File: src/rtl/pll_sup_pkg.sv
// Shared types and helpers for the PLL lock supervisor.
// Holds the sequencer state encoding and the counter sizing rule.
package pll_sup_pkg;

  typedef enum logic [2:0] {
    OFF,
    PD_HOLD,
    WAIT_LOCK,
    SEQ,
    RUN,
    SHUT
  } state_t;

  localparam int RETRY_W = 4;

  // Width able to hold the value n itself; at least one bit.
  function automatic int cnt_width(input int n);
    return (n < 1) ? 1 : $clog2(n + 1);
  endfunction

endpackage

File: src/rtl/pll_sup_sync.sv
// Multi-flop synchroniser with asynchronous clear.
// Used both for the raw PLL lock and for the reset-release chain (d tied high).
module pll_sup_sync #(
  parameter int STAGES = 2
) (
  input  logic clk,
  input  logic rst_n,
  input  logic d,
  output logic q
);

  logic [STAGES-1:0] ff;

  // NOTE: sequential state uses non-blocking assignments so every flop samples pre-edge values.
  always_ff @(posedge clk or negedge rst_n) begin
    if (!rst_n) ff <= '0;
    else        ff <= {ff[STAGES-2:0], d};
  end

  assign q = ff[STAGES-1];

endmodule

File: src/rtl/pll_lock_supervisor.sv
// Power-up, lock qualification, staggered output enable and lock-loss retry
// controller for a CCC/PLL, running on the free-running reference clock.
module pll_lock_supervisor
  import pll_sup_pkg::*;
#(
  parameter int NUM_OUT          = 1,
  parameter int SYNC_STAGES      = 2,
  parameter int PD_HOLD_CYC      = 64,
  parameter int LOCK_STABLE_CYC  = 256,
  parameter int LOCK_TIMEOUT_CYC = 65536,
  parameter int STAGGER_CYC      = 16,
  parameter int MAX_RETRY        = 3,
  parameter int CNT_W            = 8
) (
  input  logic               clk,
  input  logic               arst_n,
  input  logic               enable,
  input  logic               force_relock,
  input  logic               clr_fault,
  input  logic               pll_lock,
  output logic               pll_powerdown_n,
  output logic [NUM_OUT-1:0] out_en,
  output logic               locked,
  output logic               fault,
  output logic [3:0]         retry_cnt,
  output logic [CNT_W-1:0]   lol_cnt
);

  // One phase counter serves the power-down hold and both stagger sequences.
  localparam int PH_MAX = (PD_HOLD_CYC > STAGGER_CYC) ? PD_HOLD_CYC : STAGGER_CYC;
  localparam int PH_W   = cnt_width(PH_MAX);
  localparam int STAB_W = cnt_width(LOCK_STABLE_CYC);
  localparam int TMO_W  = cnt_width(LOCK_TIMEOUT_CYC);

  localparam logic [PH_W-1:0]    HOLD_LAST   = PH_W'(PD_HOLD_CYC - 1);
  localparam logic [PH_W-1:0]    STAG_LAST   = PH_W'(STAGGER_CYC - 1);
  localparam logic [STAB_W-1:0]  STAB_LAST   = STAB_W'(LOCK_STABLE_CYC - 1);
  localparam logic [TMO_W-1:0]   TMO_LAST    = TMO_W'(LOCK_TIMEOUT_CYC - 1);
  localparam logic [RETRY_W-1:0] MAX_RETRY_V = RETRY_W'(MAX_RETRY);

  logic rst_n;
  logic lock_s;

  state_t               state_q,  state_d;
  logic [PH_W-1:0]      phase_q,  phase_d;
  logic [STAB_W-1:0]    stab_q,   stab_d;
  logic [TMO_W-1:0]     tmo_q,    tmo_d;
  logic [NUM_OUT-1:0]   out_en_q, out_en_d;
  logic                 fault_q,  fault_d;
  logic [RETRY_W-1:0]   retry_q,  retry_d;
  logic [CNT_W-1:0]     lol_q,    lol_d;
  logic                 do_retry;
  logic [RETRY_W-1:0]   retry_inc;

  // Assert immediately, release two reference clocks after arst_n rises.
  pll_sup_sync #(.STAGES(2)) u_rst_sync (
    .clk   (clk),
    .rst_n (arst_n),
    .d     (1'b1),
    .q     (rst_n)
  );

  pll_sup_sync #(.STAGES(SYNC_STAGES)) u_lock_sync (
    .clk   (clk),
    .rst_n (rst_n),
    .d     (pll_lock),
    .q     (lock_s)
  );

  assign retry_inc = (retry_q == '1) ? retry_q : retry_q + RETRY_W'(1);

  always_comb begin
    // NOTE: every combinational output gets a default first so no path infers a latch.
    state_d  = state_q;
    phase_d  = phase_q;
    stab_d   = '0;
    tmo_d    = '0;
    out_en_d = out_en_q;
    fault_d  = fault_q;
    retry_d  = retry_q;
    lol_d    = lol_q;
    do_retry = 1'b0;

    if (clr_fault) begin
      fault_d = 1'b0;
      retry_d = '0;
    end

    case (state_q)
      OFF: begin
        out_en_d = '0;
        phase_d  = '0;
        // A clear pulse lets bring-up start in the very next cycle.
        if (enable && (!fault_q || clr_fault)) state_d = PD_HOLD;
      end

      PD_HOLD: begin
        if (!enable) begin
          state_d = OFF;
        end else if (phase_q == HOLD_LAST) begin
          state_d = WAIT_LOCK;
          phase_d = '0;
        end else begin
          phase_d = phase_q + PH_W'(1);
        end
      end

      WAIT_LOCK: begin
        stab_d = lock_s ? stab_q + STAB_W'(1) : '0;
        tmo_d  = tmo_q + TMO_W'(1);
        if (!enable) begin
          state_d = OFF;
        end else if (lock_s && (stab_q == STAB_LAST)) begin
          state_d  = SEQ;
          out_en_d = NUM_OUT'(1);
          phase_d  = '0;
        end else if (tmo_q == TMO_LAST) begin
          do_retry = 1'b1;
        end else if (force_relock) begin
          state_d = PD_HOLD;
          phase_d = '0;
        end
      end

      SEQ: begin
        if (!enable) begin
          state_d  = SHUT;
          out_en_d = out_en_q >> 1;
          phase_d  = '0;
        end else if (force_relock) begin
          state_d  = PD_HOLD;
          out_en_d = '0;
          phase_d  = '0;
        end else if (out_en_q[NUM_OUT-1]) begin
          state_d = RUN;
          retry_d = '0;
        end else if (phase_q == STAG_LAST) begin
          // Enables form a thermometer code filling upward from bit 0.
          out_en_d = NUM_OUT'({out_en_q, 1'b1});
          phase_d  = '0;
        end else begin
          phase_d = phase_q + PH_W'(1);
        end
      end

      RUN: begin
        if (!enable) begin
          state_d  = SHUT;
          out_en_d = out_en_q >> 1;
          phase_d  = '0;
        end else if (!lock_s) begin
          do_retry = 1'b1;
          lol_d    = (lol_q == '1) ? lol_q : lol_q + CNT_W'(1);
        end else if (force_relock) begin
          state_d  = PD_HOLD;
          out_en_d = '0;
          phase_d  = '0;
        end
      end

      SHUT: begin
        if (out_en_q == '0) begin
          state_d = OFF;
        end else if (phase_q == STAG_LAST) begin
          out_en_d = out_en_q >> 1;
          phase_d  = '0;
        end else begin
          phase_d = phase_q + PH_W'(1);
        end
      end

      default: begin
        state_d  = OFF;
        out_en_d = '0;
      end
    endcase

    // Counts from the pre-clear value so a fault raised alongside clr_fault wins.
    if (do_retry) begin
      out_en_d = '0;
      phase_d  = '0;
      retry_d  = retry_inc;
      if (retry_inc >= MAX_RETRY_V) begin
        fault_d = 1'b1;
        state_d = OFF;
      end else begin
        state_d = PD_HOLD;
      end
    end
  end

  always_ff @(posedge clk or negedge rst_n) begin
    if (!rst_n) begin
      state_q  <= OFF;
      phase_q  <= '0;
      stab_q   <= '0;
      tmo_q    <= '0;
      out_en_q <= '0;
      fault_q  <= 1'b0;
      retry_q  <= '0;
      lol_q    <= '0;
    end else begin
      state_q  <= state_d;
      phase_q  <= phase_d;
      stab_q   <= stab_d;
      tmo_q    <= tmo_d;
      out_en_q <= out_en_d;
      fault_q  <= fault_d;
      retry_q  <= retry_d;
      lol_q    <= lol_d;
    end
  end

  assign pll_powerdown_n = state_q inside {WAIT_LOCK, SEQ, RUN, SHUT};
  assign out_en          = out_en_q;
  assign locked          = (state_q == RUN);
  assign fault           = fault_q;
  assign retry_cnt       = retry_q;
  assign lol_cnt         = lol_q;

endmodule

File: config.mk
export PLATFORM = sky130hd
export DESIGN_NAME = pll_lock_supervisor
export DESIGN_NICKNAME = d
export VERILOG_FILES = /design/src/rtl/pll_sup_pkg.sv /design/src/rtl/pll_sup_sync.sv /design/src/rtl/pll_lock_supervisor.sv
export SDC_FILE = /design/constraint.sdc
export NUM_CORES = 1
export LEC_CHECK = 0
export CELL_PAD_IN_SITES_DETAIL_PLACEMENT = 0
export CELL_PAD_IN_SITES_GLOBAL_PLACEMENT = 2
export CORE_MARGIN = 3
export CORE_UTILIZATION = 40
export CTS_CLUSTER_DIAMETER = 200
export DETAILED_ROUTE_END_ITERATION = 8
export PLACE_DENSITY_LB_ADDON = 0.1
export SYNTH_ARGS = -nofsm -noshare
export SYNTH_HDL_FRONTEND = slang
export SYNTH_HIERARCHICAL = 1
export SYNTH_SLANG_ARGS = --single-unit
export TNS_END_PERCENT = 10
File: constraint.sdc
create_clock -name clk -period 2.7 [get_ports clk]
set_input_delay 0.675 -clock clk [delete_from_list [all_inputs] [get_ports clk]]
set_output_delay 0.675 -clock clk [all_outputs]
set_load 0.03 [all_outputs]
==> results by group <==
Outcome
  – Status: completed

Pwr
  – Clock power frac: between 20% and 30%
  – Sw Ratio: 35.7%
  – Total power after layout: about 2.3 mW
  – Power spent charging and discharging nets: 0.814 mW
  – Fraction of power consumed by combinational cells: between 30% and 40%
  – VDD IR-drop max: ~0.21 mV
  – Cell-internal power: about 1.5 mW
  – Seq pwr share: roughly two fifths
  – Reported leakage power: ~1.5 nW
  – PD cells: 651 nW/um2

Critical path
  – Startpoint-to-endpoint class of the critical path: flop to output port
  – Depth of the worst register-to-register path: 9
  – Type of destination of the critical path: output port
  – Capturing point of the worst reg2reg path: phase_q[5]
  – Worst path arrival time: between 1.5 and 2 ns
  – Required time of the worst setup path: slightly above 2 ns
  – Worst R2R Start: stab_q[0]
  – R2r setup slk: ~0.32 ns
  – Crit-path max FO: 7
  – Launching element type of the critical path: flop

STA
  – Achievable Freq: between 0.3 and 0.4 GHz
  – Setup skew after layout: 0.0122 ns
  – Smallest setup slack after layout: 0.152 ns
  – Ratio of final minimum period to clock period: 94.4%
  – Slew headroom: about 65%
  – Transition time at the pin with the least slew margin: around 0.53 ns
  – Setup TNS after final layout: 0 ns
  – Total of endpoints with negative setup slack in the final report: 0
  – Setup repair after global routing missed its margin: no
  – Final Max Tran Viols: 0
  – Time the worst path needs with I/O delays and setup: around 2.5 ns
  – Hold violation total from the final report: 0

Global routing
  – Number of global-route vias before repair: 2300
  – Maximum number of pins on one net before global-route repair: 34
  – Overall track demand over capacity in global routing: between 15 and 20%
  – Grt total ovfl: 0
  – Antenna violations before repair: 0
  – Global-route wire length before repair: 11500 um

Die
  – Die area: roughly 8600 um2
  – Initial core utilization: between 40% and 50%
  – Core region area: 7290 um2
  – DIE HEIGHT: slightly above 90 um
  – Top Ports: 22
  – Row cnt: 31
  – Horizontal die dimension: about 93 um

Place
  – HPWL after DPL: around 4900 um
  – Count of port buffers added during placement: 21
  – Placement Setup Slack: between 0.15 and 0.2 ns
  – Last weighted congestion value of the routability-driven placer: 0.784
  – Placed cell areas: about 3400 um2

Yosys
  – Cells after Synth: 328
  – Count of different cell masters after synthesis: between 60 and 70
  – Number of storage elements in the synthesis netlist: 54
  – Summed instance area of the synthesized netlist: ~3000 um2
  – Sequential element share of the synthesized area: 44.7%
  – Mean post-synth cell area: 9.22 um2
  – Synth warnings: 6
  – Proportion of register bits with asynchronous set or reset after synthesis: 100%
  – Post-synth EDFFs: 0
  – Post-synth net total: around 340
  – Ys flop type: sky130_fd_sc_hd__dfrtp_1

Detailed routing
  – Vias after detailed routing: around 2400
  – Number of detailed-routing iterations run before antenna repair: 4
  – DR DRC count: 0
  – Routed via count divided by cell count: just over 5
  – Wire length per cell: 14.4 um
  – Number of antenna-violating nets in the routed design: 0
  – Iteration-0 DRC count of the detailed router: around 130
  – Post-Route WL: 6620 um

Clock tree
  – Number of instances resized during post-cts repair: 0
  – Number of buffers added for setup after CTS: 0
  – Number of buffers on the longest clock path: 2
  – Total CTS buffers: 5
  – Quantity of hold-fixing buffers added after cts: 0
  – Clock transition at the registers of the reported paths: about 0.11 ns
  – Clock tree from TritonCTS: yes
  – Clock sink count: 54
  – Clk Tree Root Cell: sky130_fd_sc_hd__clkbuf_8
  – Clock latency on the worst-skew pair: 0.32 ns
  – H-tree depth: 2

Final layout
  – Layout cell share with drive strength beyond 1: 10.3%
  – # diodes: 0
  – Net count of the finished layout: 372
  – Filler cell count in the final layout: 747
  – Total area of sequential cells: approximately 1400 um2
  – Final cell utilization of the core: 48.1%
  – Summed area of non-filler cells in the final layout: 3500 um2
  – Layout overhead on the synthesized area: 15.9%
  – Multi-input gate area in the final layout: roughly 1500 um2

Run
  – Max-cap violations: 0

Min path
  – Class of the worst hold path: flop to async pin
[worst max-delay path by stage]
stage / start / to / slack, ns / depth (start not counted)
finish: state_q[1] / pll_powerdown_n / 0.15 / 3
global route: stab_q[0] / phase_q[5] / 0.04 / 9
CTS: state_q[1] / pll_powerdown_n / 0.14 / 3
detailed placement: enable / phase_q[5] / 0.17 / 7
global placement: enable / lol_cnt[5] / 0.21 / 7
floorplan: tmo_q[0] / phase_q[5] / 0.58 / 9
[cell type report]
class                           instances  share of cell area [%]
Sequential cell                        54                    38.6
Clock buffer                            5                    1.96
Multi-Input combinational cell        249                    44.1
Timing Repair Buffer                   35                    9.00
Tap cell                               99                    3.53
Inverter                               14                    1.50
Clock inverter                          3                    1.36
[cells by family after synthesis]
logic type / Yosys count / share of synthesized area [%]
compound gates: 59 / 12.9
xor+xnor: 25 / 7.24
fa+ha+maj: 8 / 3.27
buf+inv: 25 / 4.26
flops: 54 / 44.7
mux: 2 / 0.662
other cells: 1 / 0.124
simple gates: 154 / 26.9
[layout by cell type (no fill, tap or decap), types with 3 or more instances in the layout]
cell / synthesis / routed
sky130_fd_sc_hd__a21oi_1: 17 / 17
sky130_fd_sc_hd__clkdlybuf4s50_1: 0 / 21
sky130_fd_sc_hd__o211ai_1: 3 / 3
sky130_fd_sc_hd__or3_1: 4 / 4
sky130_fd_sc_hd__and4_1: 3 / 3
sky130_fd_sc_hd__o21ai_0: 7 / 7
sky130_fd_sc_hd__nor2b_1: 9 / 9
sky130_fd_sc_hd__ha_1: 7 / 7
sky130_fd_sc_hd__nand4_1: 7 / 7
sky130_fd_sc_hd__nor2_1: 35 / 35
sky130_fd_sc_hd__o21ai_1: 6 / 6
sky130_fd_sc_hd__clkbuf_8: 0 / 5
sky130_fd_sc_hd__nand2_1: 34 / 34
sky130_fd_sc_hd__dfrtp_1: 54 / 53
sky130_fd_sc_hd__and3_1: 8 / 8
sky130_fd_sc_hd__inv_1: 14 / 14
sky130_fd_sc_hd__buf_4: 2 / 14
sky130_fd_sc_hd__nand3_1: 24 / 24
sky130_fd_sc_hd__nor3_1: 9 / 9
sky130_fd_sc_hd__xor2_1: 15 / 15
sky130_fd_sc_hd__or2_2: 3 / 3
sky130_fd_sc_hd__nand2b_1: 3 / 3
sky130_fd_sc_hd__xnor2_1: 10 / 10
[stage by stage]
step / hold WS, ns / std cells
global placement: 0.224 / 451
detailed placement: 0.221 / 451
CTS: 0.231 / 459
floorplan: 0.331 / 328
finish: 0.209 / 459
global route: 0.249 / 459
[power by group through the flow]
stage	registers [mW]	logic, mW	clock network, mW
after floorplan	0.953	0.563	0
after global placement	0.941	0.788	0
after detailed placement	0.940	0.783	0
after CTS	0.924	0.788	0.592
after global routing	0.931	0.878	0.627
final	0.924	0.785	0.571
[flip-flops by register name, indices dropped and copies added, names as in the netlist]
name,count
tmo_q,17
stab_q,9
lol_cnt,8
phase_q,7
retry_cnt,4
state_q,3
u_lock_sync/ff,2
u_rst_sync/ff,2
fault,1
out_en,1
[worst max-delay path: stages, from the launching register on]
cell and delay, ns:
sky130_fd_sc_hd__dfrtp_1 0.48, sky130_fd_sc_hd__nor2b_1 0.19, sky130_fd_sc_hd__or2_2 0.29, sky130_fd_sc_hd__clkdlybuf4s50_1 0.59
[synth_stat cells (2+ instances only)]
cell type,number,share of area (%)
sky130_fd_sc_hd__nor3_1,9,1.5
sky130_fd_sc_hd__clkbuf_1,2,0.25
sky130_fd_sc_hd__and4_1,3,0.87
sky130_fd_sc_hd__or2_2,3,0.62
sky130_fd_sc_hd__o21ai_0,7,1.2
sky130_fd_sc_hd__nor2b_1,9,1.9
sky130_fd_sc_hd__nand2_2,2,0.41
sky130_fd_sc_hd__ha_1,7,2.9
sky130_fd_sc_hd__and3_1,8,1.7
sky130_fd_sc_hd__nand2_1,34,4.2
sky130_fd_sc_hd__buf_2,4,0.66
sky130_fd_sc_hd__nand4_1,7,1.4
sky130_fd_sc_hd__and2_1,2,0.41
sky130_fd_sc_hd__xnor2_1,10,2.9
sky130_fd_sc_hd__o31ai_1,2,0.50
sky130_fd_sc_hd__o21bai_1,2,0.50
sky130_fd_sc_hd__a31oi_1,2,0.41
sky130_fd_sc_hd__mux2i_1,2,0.66
sky130_fd_sc_hd__nand2b_1,3,0.62
sky130_fd_sc_hd__o22ai_1,2,0.41
sky130_fd_sc_hd__inv_1,14,1.7
sky130_fd_sc_hd__nor2_1,35,4.3
sky130_fd_sc_hd__a21oi_1,17,2.8
sky130_fd_sc_hd__a22o_1,2,0.58
sky130_fd_sc_hd__nand3_1,24,4.0
sky130_fd_sc_hd__xor2_1,15,4.3
sky130_fd_sc_hd__o211ai_1,3,0.74
sky130_fd_sc_hd__or3_1,4,0.83
sky130_fd_sc_hd__buf_6,3,1.1
sky130_fd_sc_hd__dfrtp_1,54,45
sky130_fd_sc_hd__o21ai_1,6,0.99
sky130_fd_sc_hd__buf_4,2,0.50
[routing by layer]
metal | up-vias | track usage, % | part of all wire [%]
met2 | 24 | 25.7 | 46
met3 | 5 | 3.25 | 2.6
li1 | 1211 | - | -
met1 | 1138 | 23.5 | 51
met4 | 0 | 4.15 | 0.94
met5 | - | 0 | 0
Power figures use the tool's default switching activity.
